`src/rtl/rate_scheduler_if.sv`:
```
// Control and strobe bundle for rate_scheduler; the scheduler is the slave side.
// Signal names follow the block's external port list.
interface rate_scheduler_if #(
  parameter int CW = 10
) ();
  logic          ce_in;
  logic          run;
  logic          cfg_valid;
  logic          cfg_ready;
  logic [CW-1:0] cfg_top0;
  logic [CW-1:0] cfg_top1;
  logic [CW-1:0] cfg_top2;
  logic          ce_out0;
  logic          ce_out1;
  logic          ce_out2;
  logic          frame;
  logic          busy;

  modport master (
    output ce_in, run, cfg_valid, cfg_top0, cfg_top1, cfg_top2,
    input  cfg_ready, ce_out0, ce_out1, ce_out2, frame, busy
  );

  modport slave (
    input  ce_in, run, cfg_valid, cfg_top0, cfg_top1, cfg_top2,
    output cfg_ready, ce_out0, ce_out1, ce_out2, frame, busy
  );
endinterface

```
`src/rtl/rate_scheduler.sv`:
```
// Three cascaded clock-enable dividers with frame-aligned reconfiguration.
// Strobes are registered (1-cycle latency); a new divide set waits in shadows until the frame.
module rate_scheduler #(
  parameter int CW        = 10,
  parameter int TOP0_INIT = 9,
  parameter int TOP1_INIT = 4,
  parameter int TOP2_INIT = 1
) (
  input  logic           clk,
  input  logic           rst,
  rate_scheduler_if.slave bus
);

  typedef enum logic [1:0] {IDLE, RUN, STOP} state_t;

  localparam logic [2:0][CW-1:0] INIT = {CW'(TOP2_INIT), CW'(TOP1_INIT), CW'(TOP0_INIT)};

  state_t               r_state;
  state_t               w_state_nxt;
  logic                 r_pend;
  logic [2:0][CW-1:0]   r_cnt;
  logic [2:0][CW-1:0]   r_top;
  logic [2:0][CW-1:0]   r_shadow;
  logic [2:0]           r_ce;
  logic                 r_frame;

  logic [2:0][CW-1:0]   w_cfg;
  logic [2:0]           w_strb;
  logic [2:0]           w_tick;
  logic                 w_active;
  logic                 w_ready;
  logic                 w_hs;

  assign w_cfg    = {bus.cfg_top2, bus.cfg_top1, bus.cfg_top0};
  assign w_active = (r_state != IDLE);
  // Only registers feed cfg_ready, so an upstream source may depend on it combinationally.
  assign w_ready  = (r_state == IDLE) || !r_pend;
  assign w_hs     = bus.cfg_valid && w_ready;

  always_comb begin
    w_strb      = '0;
    w_tick      = '0;
    w_state_nxt = r_state;

    w_strb[0] = bus.ce_in;
    w_tick[0] = w_active && w_strb[0] && (r_cnt[0] == '0);
    w_strb[1] = w_tick[0];
    w_tick[1] = w_active && w_strb[1] && (r_cnt[1] == '0);
    w_strb[2] = w_tick[1];
    w_tick[2] = w_active && w_strb[2] && (r_cnt[2] == '0);

    case (r_state)
      IDLE: if (bus.run) w_state_nxt = RUN;
      RUN:  if (!bus.run) w_state_nxt = STOP;
      STOP: begin
        if (bus.run)        w_state_nxt = RUN;
        else if (w_tick[2]) w_state_nxt = IDLE;
      end
      default: w_state_nxt = IDLE;
    endcase
  end

  always_ff @(posedge clk) begin
    if (rst) r_state <= IDLE;
    else     r_state <= w_state_nxt;
  end

  always_ff @(posedge clk) begin
    if (rst) begin
      r_pend   <= 1'b0;
      r_top    <= INIT;
      r_cnt    <= INIT;
      r_shadow <= '0;
      r_ce     <= '0;
      r_frame  <= 1'b0;
    end else begin
      r_ce    <= w_tick;
      r_frame <= w_tick[2];
      if (r_state == IDLE) begin
        if (w_hs) begin
          r_top <= w_cfg;
          r_cnt <= w_cfg;
        end else begin
          r_cnt <= r_top;
        end
      end else begin
        for (int k = 0; k < 3; k++) begin
          if (w_strb[k]) r_cnt[k] <= w_tick[k] ? r_top[k] : r_cnt[k] - CW'(1);
        end
        // A handshake needs pend clear and an apply needs pend set, so they never collide;
        // a set captured on a frame tick therefore waits for the next frame.
        if (w_hs) begin
          r_shadow <= w_cfg;
          r_pend   <= 1'b1;
        end
        if (w_tick[2] && r_pend) begin
          r_top  <= r_shadow;
          r_cnt  <= r_shadow;
          r_pend <= 1'b0;
        end
      end
    end
  end

  assign bus.ce_out0   = r_ce[0];
  assign bus.ce_out1   = r_ce[1];
  assign bus.ce_out2   = r_ce[2];
  assign bus.frame     = r_frame;
  assign bus.busy      = w_active;
  assign bus.cfg_ready = w_ready;

endmodule
```
`src/flat_wrapper.sv`:
```
// flat-port wrapper written by rule: the top's interface ports become plain ports
module rate_scheduler_flat 
#(
  parameter int CW        = 10,
  parameter int TOP0_INIT = 9,
  parameter int TOP1_INIT = 4,
  parameter int TOP2_INIT = 1
)
  (clk, rst, bus_ce_in, bus_run, bus_cfg_valid, bus_cfg_top0, bus_cfg_top1, bus_cfg_top2, bus_cfg_ready, bus_ce_out0, bus_ce_out1, bus_ce_out2, bus_frame, bus_busy);
  rate_scheduler_if #(.CW(CW)) bus_i ();
  input  logic clk;
  input  logic rst;
  input wire logic [$bits(bus_i.ce_in)-1:0] bus_ce_in;
  input wire logic [$bits(bus_i.run)-1:0] bus_run;
  input wire logic [$bits(bus_i.cfg_valid)-1:0] bus_cfg_valid;
  input wire logic [$bits(bus_i.cfg_top0)-1:0] bus_cfg_top0;
  input wire logic [$bits(bus_i.cfg_top1)-1:0] bus_cfg_top1;
  input wire logic [$bits(bus_i.cfg_top2)-1:0] bus_cfg_top2;
  output wire logic [$bits(bus_i.cfg_ready)-1:0] bus_cfg_ready;
  output wire logic [$bits(bus_i.ce_out0)-1:0] bus_ce_out0;
  output wire logic [$bits(bus_i.ce_out1)-1:0] bus_ce_out1;
  output wire logic [$bits(bus_i.ce_out2)-1:0] bus_ce_out2;
  output wire logic [$bits(bus_i.frame)-1:0] bus_frame;
  output wire logic [$bits(bus_i.busy)-1:0] bus_busy;
  assign bus_i.ce_in = bus_ce_in;
  assign bus_i.run = bus_run;
  assign bus_i.cfg_valid = bus_cfg_valid;
  assign bus_i.cfg_top0 = bus_cfg_top0;
  assign bus_i.cfg_top1 = bus_cfg_top1;
  assign bus_i.cfg_top2 = bus_cfg_top2;
  assign bus_cfg_ready = bus_i.cfg_ready;
  assign bus_ce_out0 = bus_i.ce_out0;
  assign bus_ce_out1 = bus_i.ce_out1;
  assign bus_ce_out2 = bus_i.ce_out2;
  assign bus_frame = bus_i.frame;
  assign bus_busy = bus_i.busy;
  rate_scheduler #(.CW(CW), .TOP0_INIT(TOP0_INIT), .TOP1_INIT(TOP1_INIT), .TOP2_INIT(TOP2_INIT)) u_core (.clk(clk), .rst(rst), .bus(bus_i));
endmodule
```
`config.mk`:
```
export PLATFORM = sky130hd
export DESIGN_NAME = rate_scheduler_flat
export DESIGN_NICKNAME = d
export VERILOG_FILES = /design/src/rtl/rate_scheduler_if.sv /design/src/rtl/rate_scheduler.sv /design/src/flat_wrapper.sv
export SDC_FILE = /design/constraint.sdc
export NUM_CORES = 1
export LEC_CHECK = 0
export ABC_AREA = 1
export BUFFER_PORTS_ARGS = -buffer_cell sky130_fd_sc_hd__buf_2
export CELL_PAD_IN_SITES_DETAIL_PLACEMENT = 0
export CELL_PAD_IN_SITES_GLOBAL_PLACEMENT = 1
export CORE_MARGIN = 2
export CORE_UTILIZATION = 43
export DETAILED_ROUTE_END_ITERATION = 10
export PLACE_DENSITY = 0.89
export SLEW_MARGIN = 20
export SYNTH_ARGS = -nofsm -noshare
export SYNTH_HDL_FRONTEND = slang
export SYNTH_SLANG_ARGS = --single-unit
```
`constraint.sdc`:
```
create_clock -name clk -period 2.5 [get_ports clk]
set_clock_uncertainty 0.15 [all_clocks]
set_input_delay 0.25 -clock clk [delete_from_list [all_inputs] [get_ports clk]]
set_output_delay 0.25 -clock clk [all_outputs]
set_load 0.01 [all_outputs]
```
==> reports/metrics.cfg, run 1 <==
[outcome]
status = finished clean

[worst_setup_path]
r2r-end = u_core.r_top[5]$_SDFFE_PP0P_
worstPathMaxFanout = 19
worstSetupStartpointType = flip-flop
worst-setup-path-type = reg2reg
cp.required_ns = 2.56
end_kind = flip-flop
r2r-start = u_core.r_cnt[0]$_SDFFE_PP1P_
cp_data_arrival_time_ns = 2.33
reg2reg_depth = 12
regToRegSetupSlack_ns = 0.23

[final_layout]
nets = 914
drive_above_1_share = 0.122
syn_to_final_growth_pct = 12.1
layout.cells.non_filler = 1050
design_area_mm2 = 0.00616
n_antenna_cell = 0
nFillCells = 1334

[detailed_routing]
final_antenna_net_count = 0
num_vias = 5561
firstDrtPassIters = 5
wl_um = 15700
drt_iter0_drc = 434
post_drt_wl_per_cell_um = 15.0
routed_via_density = 5.30
drcViolationCount = 0

[clocking]
postCtsSetupBuffers = 0
clock_sinks = 96
max-clock-path-buffers = 2
path_clk_slew_ns = 0.07
cts_tree = built
htreeDepth = 3
cts_root_buf = clkbuf_16
clock_latency_ns = 0.36
numCtsBuffers = 9

[yosys]
synth_common_cells = nand2_1 (194), nor2_1 (135), dfxtp_1 (96), inv_1 (69), nand3_1 (69)
ys_ff_latch = 96
ys_top_cells_by_area = dfxtp_1 (35%), nand2_1 (13%), nor2_1 (9.2%)
ys_warn_count = 0
async_flop_share = 0
synthCells = 846
synth_top_area_cell = dfxtp_1
synth_enable_flop_cells = 0
synth_cell_types = 38
ys_seq_area_frac = 0.350
syn_nets = 887
synth-main-ff-cell = dfxtp_1
yosysTopAreaCellShare = 0.350
synth_area_mm2 = 0.00550
yosysMostFrequentCell = nand2_1
synth_area_per_cell_um2 = 6.50

[timing]
setup_ws_ns = 0.234
layout_worst_path_cycle_share = 0.906
fin_tns_setup_ns = 0
timing.final.max_slew_violations = 0
fmax_mhz = 441
maxSlewHeadroom = 0.559
fin_crit_ns = 2.27
rsz0062_at_grt = false
worstMarginPinSlew_ns = 0.662
hold_violations = 0
setup_violations = 0

[placed_design]
post_dp_cell_area_mm2 = 0.00584
pre_cts_ws_ns = 0.138
io_buffers = 40
hpwl_um = 11100
dp.cells = 1033
place.gp.congestion = 0.839

[die]
num_io_pins = 41
die_w_um = 117
core_area_mm2 = 0.0126
start_util = 0.437
die_height_um = 117
dieArea_mm2 = 0.0137
rows = 41

[min_path]
whs_path_depth = 3
min_to = u_core.r_shadow[20]$_SDFFE_PP0P_
min_path_type = in2reg
hold_start = bus_cfg_top2[0]

[job]
drv_cap = 0

[grt]
grt_first_pass_wirelength_um = 25700
grt-ovfl-total = 0
grt_pass1_vias = 4949
grt_max_degree = 58
antenna_found_initial = 0
grt_usage = 0.243

[power]
cellLeakagePower_nw = 2.69
p_per_area_mw_per_mm2 = 655
ir_worst_vdd_uv = 380

-- cell type report --
class	count	area (um2)	area share
multi-input cells	627	3050	0.495
flip-flops and latches	96	1920	0.312
repair buffers	62	380	0.0617
inverters	77	289	0.0469
clock buffers	11	253	0.0410
well taps	172	215	0.0349
clock inverters	5	55.1	0.00893
-- cell usage in the layout, fill, tap and decap left out, drive strengths merged --
cell type,n
a31oi,11
o21ai,60
a21o,1
nor2,151
and3,1
xnor2,3
a21boi,5
clkinvlp,2
clkbuf,11
o31ai,7
inv,74
nand2,196
nand4,12
bufinv,1
xor2,8
buf,61
dfxtp,96
o211ai,2
a221oi,3
nor3,11
o22ai,11
or2,2
a211oi,11
nand3,72
clkinv,5
nand3b,1
ha,6
dlygate4sd3,1
a21oi,53
-- kinds of logic after synthesis --
logic type      share of synthesized area
xor+xnor                           0.0175
simple gates                        0.354
fa+ha+maj                          0.0137
flops                               0.350
compound gates                      0.168
buf+inv                            0.0974
-- flip-flops by register name, summed over array words and instances (netlist names) --
| register | count |
|---|---|
| u_core.r_shadow | 30 |
| u_core.r_pend | 1 |
| u_core.bus.frame | 1 |
| u_core.r_cnt | 30 |
| u_core.r_ce | 2 |
| u_core.r_state | 2 |
| u_core.r_top | 30 |
-- worst max-delay path: stages, from the launching register on --
cell and delay, ns:
dfxtp_1 0.34, inv_1 0.14, ha_1 0.22, nand2_1 0.07, nor2_2 0.13, nand2_1 0.10
nor2_4 0.17, nand4_4 0.11, nand2_4 0.14, inv_2 0.14, buf_4 0.24, nand2_1 0.08
a31oi_1 0.07
-- stage by stage --
stage | power (W) | hold slack [ns] | util
after floorplan | 0.00238 | 0.180 | -
after global placement | 0.00259 | 0.290 | 0.464
after detailed placement | 0.00260 | 0.296 | 0.464
after CTS | 0.00403 | 0.00993 | 0.490
after global routing | 0.00424 | 0.0225 | 0.490
final | 0.00404 | 0.0183 | 0.490
-- power breakdown --
part / leakage (nW) / switching (W) / internal (W)
Clock: 0.148 / 0.000630 / 0.000827
Combinational: 1.75 / 0.000541 / 0.000299
Sequential: 0.790 / 0.0000926 / 0.00165
-- timing repair --
item / CTS / global route
gates resized for setup: 0 / 2
endpoints found under the setup margin: 0 / 15
endpoints found under the hold margin: 1 / 0
hold buffers: 1 / 0
-- routing by layer --
| layer | part of all wire | wire length, um | GRT usage | vias up |
|---|---|---|---|---|
| met1 | 0.48 | 7510 | 0.355 | 2528 |
| li1 | - | - | - | 2828 |
| met2 | 0.44 | 6960 | 0.368 | 182 |
| met4 | 0.013 | 212 | 0.0596 | 0 |
| met5 | 0 | 0 | 0 | - |
| met3 | 0.067 | 1060 | 0.0505 | 23 |
-- worst max-delay path by stage --
| stage | from | to | slack (ns) | cells past startpoint |
|---|---|---|---|---|
| 6_report | u_core.r_cnt[0]$_SDFFE_PP1P_ | u_core.r_top[5]$_SDFFE_PP0P_ | 0.23 | 12 |
| 2_1_floorplan | u_core.r_cnt[0]$_SDFFE_PP1P_ | u_core.r_top[12]$_SDFFE_PP1P_ | 0.54 | 13 |
| 5_1_grt | u_core.r_cnt[0]$_SDFFE_PP1P_ | u_core.r_top[5]$_SDFFE_PP0P_ | 0.04 | 12 |
| 3_5_place_dp | u_core.r_cnt[0]$_SDFFE_PP1P_ | u_core.r_cnt[23]$_SDFFE_PP0P_ | 0.14 | 12 |
| 4_1_cts | u_core.r_cnt[0]$_SDFFE_PP1P_ | u_core.r_cnt[23]$_SDFFE_PP0P_ | 0.11 | 12 |
| 3_3_place_gp | u_core.r_cnt[0]$_SDFFE_PP1P_ | u_core.r_cnt[21]$_SDFFE_PP0P_ | 0.24 | 12 |
No activity file was read; power rests on OpenSTA's default activity.
==> inputs of run 2 (changes only) <==
Settings changed: CORE_UTILIZATION 43 to 35, PLACE_DENSITY 0.89 to 0.76.
==> run 2 against run 1 <==
Critical path depth increased by 2. First-iteration DRC count fell by 18%. Clock power about the same. Sequential power hardly changed. Via count shrank 1.1%. Non-clock buffer count rose by 6. Routed wire length up 4.7%. Final cell count rose by 4.3%. Final area is 1.4% higher. Count of clock-buffer cells in the layout grew 2. Power down 0.31%. Utilization shrank 8.1 points.
==> reports/metrics.cfg, run 2 (synthesis gave the netlist of run 1 again) <==
[detailed_routing]
num_vias = 5499  ; -1.1%
firstDrtPassIters = 7  ; +2
wl_um = 16500  ; +4.7%
drt_iter0_drc = 354  ; -18%
routed_via_density = 5.02  ; -5.2%
final_antenna_net_count = 0  ; unchanged
drcViolationCount = 0  ; unchanged
post_drt_wl_per_cell_um = 15.1  ; +0.40%

[min_path]
min_path_type = in2reg

[placed_design]
io_buffers = 40  ; unchanged
hpwl_um = 11800  ; +6.7%
place.gp.congestion = 0.823  ; -1.9%
dp.cells = 1078  ; +4.4%

[outcome]
status = finished clean

[final_layout]
final_core_util = 0.410  ; -0.0810
nFillCells = 1692  ; +27%
nets = 920  ; +0.66%
syn_to_final_growth_pct = 13.7
layout.cells.non_filler = 1095  ; +4.3%
final_cell_mix = nand2_1 (194), nor2_1 (135), dfxtp_1 (96), nand3_1 (69), inv_1 (68)
drive_above_1_share = 0.126  ; +0.00370
n_antenna_cell = 0  ; unchanged
final_common_cell = nand2_1
top_regs = u_core.r_cnt: 30 flops, u_core.r_shadow: 30 flops, u_core.r_top: 30 flops

[worst_setup_path]
worst-setup-path-type = reg2reg
worstSetupStartpointType = flip-flop
critical_path.most_common_cell = nand2_1
cp_slowest_stage_delay_ns = 0.34  ; about the same
cp.required_ns = 2.61  ; +0.05 ns
cp_data_arrival_time_ns = 2.36  ; +0.03 ns
end_kind = flip-flop
critPathSlowestCell = dfxtp_1
worstPathMaxFanout = 16  ; -3
path_cells = inv_2 > ha_1 > nand2_1 > nor2_2 > nand2_1 > nor2_4 > nand4_4 > nand2_4 > inv_2 > buf_4 > nand2_1 > nand2_1 > nand2_1 > nand2_1

[clocking]
cts_tree = built
postCtsSetupBuffers = 0  ; unchanged
clock_latency_ns = 0.35  ; about the same
path_clk_slew_ns = 0.07  ; about the same
clock_sinks = 96  ; unchanged
numCtsBuffers = 9  ; unchanged
cts_root_buf = clkbuf_16
max-clock-path-buffers = 2  ; unchanged
htreeDepth = 3  ; unchanged

[die]
dieArea_mm2 = 0.0167  ; +22%
die_height_um = 129  ; +10%
rows = 45  ; +9.8%
start_util = 0.360  ; -0.0771
core_area_mm2 = 0.0153  ; +21%
die_w_um = 129  ; +10%
num_io_pins = 41  ; unchanged

[power]
p_total_w = 0.00402  ; -0.31%
cellLeakagePower_nw = 2.72  ; +1.1%
ir_worst_vdd_uv = 274  ; -28%
p_per_area_mw_per_mm2 = 644  ; -1.6%

[grt]
antenna_found_initial = 0  ; unchanged
grt_pass1_vias = 5071  ; +2.5%
grt_first_pass_wirelength_um = 26900  ; +4.5%
grt_usage = 0.206  ; -0.0375
grt-ovfl-total = 0  ; unchanged
grt_max_degree = 58  ; unchanged

[timing]
setup_violations = 0  ; unchanged
rsz0062_at_grt = false
timing.final.max_slew_violations = 0  ; unchanged
worstMarginPinSlew_ns = 0.671  ; +0.00890 ns
layout_worst_path_cycle_share = 0.903  ; -0.00322
fmax_mhz = 443  ; +0.36%
fin_tns_setup_ns = 0  ; unchanged
maxSlewHeadroom = 0.553  ; -0.00593
hold_violations = 0  ; unchanged
fin_crit_ns = 2.26  ; -0.00804 ns

[job]
drv_cap = 0  ; unchanged

-- run 2: worst paths after layout --
path / start / endpoint / slack [ns] / depth (start not counted)
setup reg to reg: u_core.r_cnt[0]$_SDFFE_PP1P_ / u_core.r_cnt[3]$_SDFFE_PP1P_ / 0.24 / 14
hold / removal: bus_cfg_top0[8] / u_core.r_shadow[8]$_SDFFE_PP0P_ / 0.02 / 3
hold reg to reg: u_core.r_shadow[16]$_SDFFE_PP0P_ / u_core.r_shadow[16]$_SDFFE_PP0P_ / 0.31 / 2
setup / recovery: u_core.r_cnt[0]$_SDFFE_PP1P_ / u_core.r_cnt[3]$_SDFFE_PP1P_ / 0.24 / 14
-- run 2: area by class of cell --
type | count | area, um2 | share of cell area
well taps | 211 | 264 | 0.0423
clock inverters | 3 | 40.0 | 0.00641
inverters | 77 | 289 | 0.0463
clock buffers | 13 | 260 | 0.0417
multi-input cells | 627 | 3050 | 0.488
flip-flops and latches | 96 | 1920 | 0.308
repair buffers | 68 | 425 | 0.0681
-- run 2: critical path, delay by kind of cell, from the launching register on --
kind	cells	cell delay (ns)
flops	1	0.34
fa+ha+maj	1	0.19
buf+inv	3	0.49
simple gates	10	0.99
-- run 2: where the power goes --
| part | internal [W] | switching (W) |
|---|---|---|
| Clock | 0.000829 | 0.000607 |
| Sequential | 0.00165 | 0.0000917 |
| Combinational | 0.000305 | 0.000544 |
| Total | 0.00278 | 0.00124 |
-- run 2: timing repair --
item                                    4_1_cts  5_1_grt
endpoints found under the setup margin        0       16
endpoints found under the hold margin         1        0
gates resized for setup                       0        2
hold buffers                                  1        0
-- run 2: layer usage --
layer  vias to the layer above  GRT usage  wire [um]
li1                       2834          -          -
met1                      2510      0.293       7990
met2                       138      0.324       7430
met3                        17     0.0281        835
met4                         0     0.0633        233
met5                         -          0          0
-- run 2: metrics by stage --
stage	hold WS [ns]	cell area (um2)	setup WS, ns
after floorplan	0.180	5500	0.543
after global placement	0.286	5930	0.186
after detailed placement	0.297	5930	0.124
after CTS	0.0147	6240	0.104
after global routing	0.0379	6250	0.0107
final	0.0199	6250	0.242
==> inputs of run 3 (changes only) <==
Settings changed: CORE_ASPECT_RATIO set to 1.4, CORE_UTILIZATION 35 to 43, PLACE_DENSITY 0.76 to 0.89.
==> run 3 against run 2 <==
Sequential power about the same. Non-clock buffer count down 5. Power down 5.3%. Critical path depth unchanged. Flip-flop and latch count unchanged. Via count down 1.8%. First-iteration DRC count down 0.56%. Count of clock-buffer cells in the layout unchanged. Final area down 2.7%.
==> reports/metrics.cfg, run 3 (synthesis gave the netlist of run 1 again) <==
[grt]
antenna_found_initial = 0  ; unchanged
met2_usage = 0.407  ; +0.0834
grt_first_pass_wirelength_um = 25700  ; -4.3%
grt_most_used_layer = met2
grt_util_met3 = 0.0294  ; +0.00135
grt_pass1_vias = 5159  ; +1.7%
grt_use_met1 = 0.301  ; +0.00830
grt-ovfl-total = 0  ; unchanged
grt_usage = 0.234  ; +0.0282
grt_max_degree = 58  ; unchanged

[timing]
maxSlewHeadroom = 0.548  ; -0.00500
setup_violations = 0  ; unchanged
layout_worst_path_cycle_share = 0.908  ; +0.00482
rsz0062_at_grt = false
setup_ws_ns = 0.230  ; -0.0121 ns
hold-worst-slack_ns = 0.0404  ; +0.0205 ns
fin_tns_setup_ns = 0  ; unchanged
fin_crit_ns = 2.27  ; +0.0121 ns
worstMarginPinSlew_ns = 0.678  ; +0.00750 ns
fmax_mhz = 441  ; -0.53%
hold_violations = 0  ; unchanged
timing.final.max_slew_violations = 0  ; unchanged

[clocking]
postCtsSetupBuffers = 0  ; unchanged
path_clk_slew_ns = 0.06  ; about the same
cts_root_buf = clkbuf_16
htreeDepth = 3  ; unchanged
max-clock-path-buffers = 2  ; unchanged
numCtsBuffers = 9  ; unchanged
cts_tree = built
clock_latency_ns = 0.34  ; about the same
clock_sinks = 96  ; unchanged

[placed_design]
io_buffers = 40  ; unchanged
pre_cts_ws_ns = 0.131  ; +0.00640 ns
place.gp.congestion = 0.863  ; +4.9%
hpwl_um = 10800  ; -9.1%
post_dp_cell_area_mm2 = 0.00580  ; -2.1%

[final_layout]
final_common_cell = nand2_1
drive_above_1_share = 0.117  ; -0.00812
final_cell_mix = nand2_1 (194), nor2_1 (135), dfxtp_1 (96), nand3_1 (69), inv_1 (68)
top_regs = u_core.r_cnt: 30 flops, u_core.r_shadow: 30 flops, u_core.r_top: 30 flops
syn_to_final_growth_pct = 10.5
design_area_mm2 = 0.00608  ; -2.7%
nets = 915  ; -0.54%
n_antenna_cell = 0  ; unchanged

[worst_setup_path]
cp.required_ns = 2.58  ; -0.03 ns
worst-setup-path-type = reg2reg
worstPathMaxFanout = 23  ; +7
cp_slowest_stage_delay_ns = 0.30  ; -0.04 ns
critPathSlowestCell = dfxtp_1
end_kind = flip-flop
path_cells = inv_1 > ha_1 > inv_1 > nor2_1 > nand3_1 > nor2_4 > nand4_4 > nand2_4 > inv_2 > buf_4 > nand2_1 > nand2_1 > nand2_1 > nand2_1
cp_data_arrival_time_ns = 2.35  ; about the same
worstSetupStartpointType = flip-flop
critical_path.most_common_cell = nand2_1

[detailed_routing]
post_drt_wl_per_cell_um = 15.1  ; about the same
drcViolationCount = 0  ; unchanged
num_vias = 5400  ; -1.8%
routed_via_density = 5.26  ; +4.7%
drt_iter0_drc = 352  ; -0.56%
firstDrtPassIters = 4  ; -3
final_antenna_net_count = 0  ; unchanged
wl_um = 15500  ; -6.2%

[die]
core_area_mm2 = 0.0124  ; -19%
dieArea_mm2 = 0.0137  ; -18%
num_io_pins = 41  ; unchanged
die_height_um = 138  ; +6.5%
rows = 48  ; +6.7%
die_w_um = 99.6  ; -23%
start_util = 0.442  ; +0.0819

[power]
ir_worst_vdd_uv = 330  ; +20%
p_per_area_mw_per_mm2 = 627  ; -2.6%
cellLeakagePower_nw = 2.66  ; -2.0%

[job]
drv_cap = 0  ; unchanged

[outcome]
status = finished clean

[min_path]
min_path_type = in2reg

==> run 3: layer usage <==
metal  vias up  routed length, um
met3        16                641
li1       2830                  -
met2       123               7620
met4         0                236
met5         -                  0
met1      2431               6980
==> run 3: through the flow <==
step	total power [W]	instances	utilization
2_1_floorplan	0.00238	846	-
3_3_place_gp	0.00258	1012	0.467
3_5_place_dp	0.00259	1012	0.467
4_1_cts	0.00383	1027	0.488
5_1_grt	0.00402	1027	0.489
6_report	0.00381	1027	0.489
==> run 3: layout make-up <==
cell class	instances	area, um2
multi-input combinational	627	3050
clock buffer	13	250
tap	150	188
clock inverter	1	5.00
sequential	96	1920
timing repair buffer	63	375
inverter	77	289
fill	1327	6350
==> run 3: worst paths after layout <==
kind | startpoint | end | slack (ns) | cells after the start
setup / recovery | u_core.r_cnt[20]$_SDFFE_PP1P_ | u_core.r_cnt[3]$_SDFFE_PP1P_ | 0.23 | 14
hold / removal | bus_cfg_top1[7] | u_core.r_shadow[17]$_SDFFE_PP0P_ | 0.04 | 3
setup reg to reg | u_core.r_cnt[20]$_SDFFE_PP1P_ | u_core.r_cnt[3]$_SDFFE_PP1P_ | 0.23 | 14
hold reg to reg | u_core.r_shadow[9]$_SDFFE_PP0P_ | u_core.r_shadow[9]$_SDFFE_PP0P_ | 0.31 | 2
==> run 3: repair_timing <==
| item | in CTS | in global routing |
|---|---|---|
| hold endpoints to repair | 1 | 0 |
| endpoints found under the setup margin | 0 | 17 |
| gates resized for setup | 0 | 2 |
| hold buffers | 1 | 0 |
==> run 3: critical path, delay by kind of cell (launching register included) <==
family,cells,cell delay [ns]
flops,1,0.30
fa+ha+maj,1,0.19
simple gates,9,1.00
buf+inv,4,0.51
==> run 3: report_power, final <==
group / switching (W) / leakage, nW / internal, W
registers: 0.0000937 / 0.790 / 0.00165
logic: 0.000524 / 1.75 / 0.000297
clock network: 0.000559 / 0.126 / 0.000691
total: 0.00118 / 2.66 / 0.00264
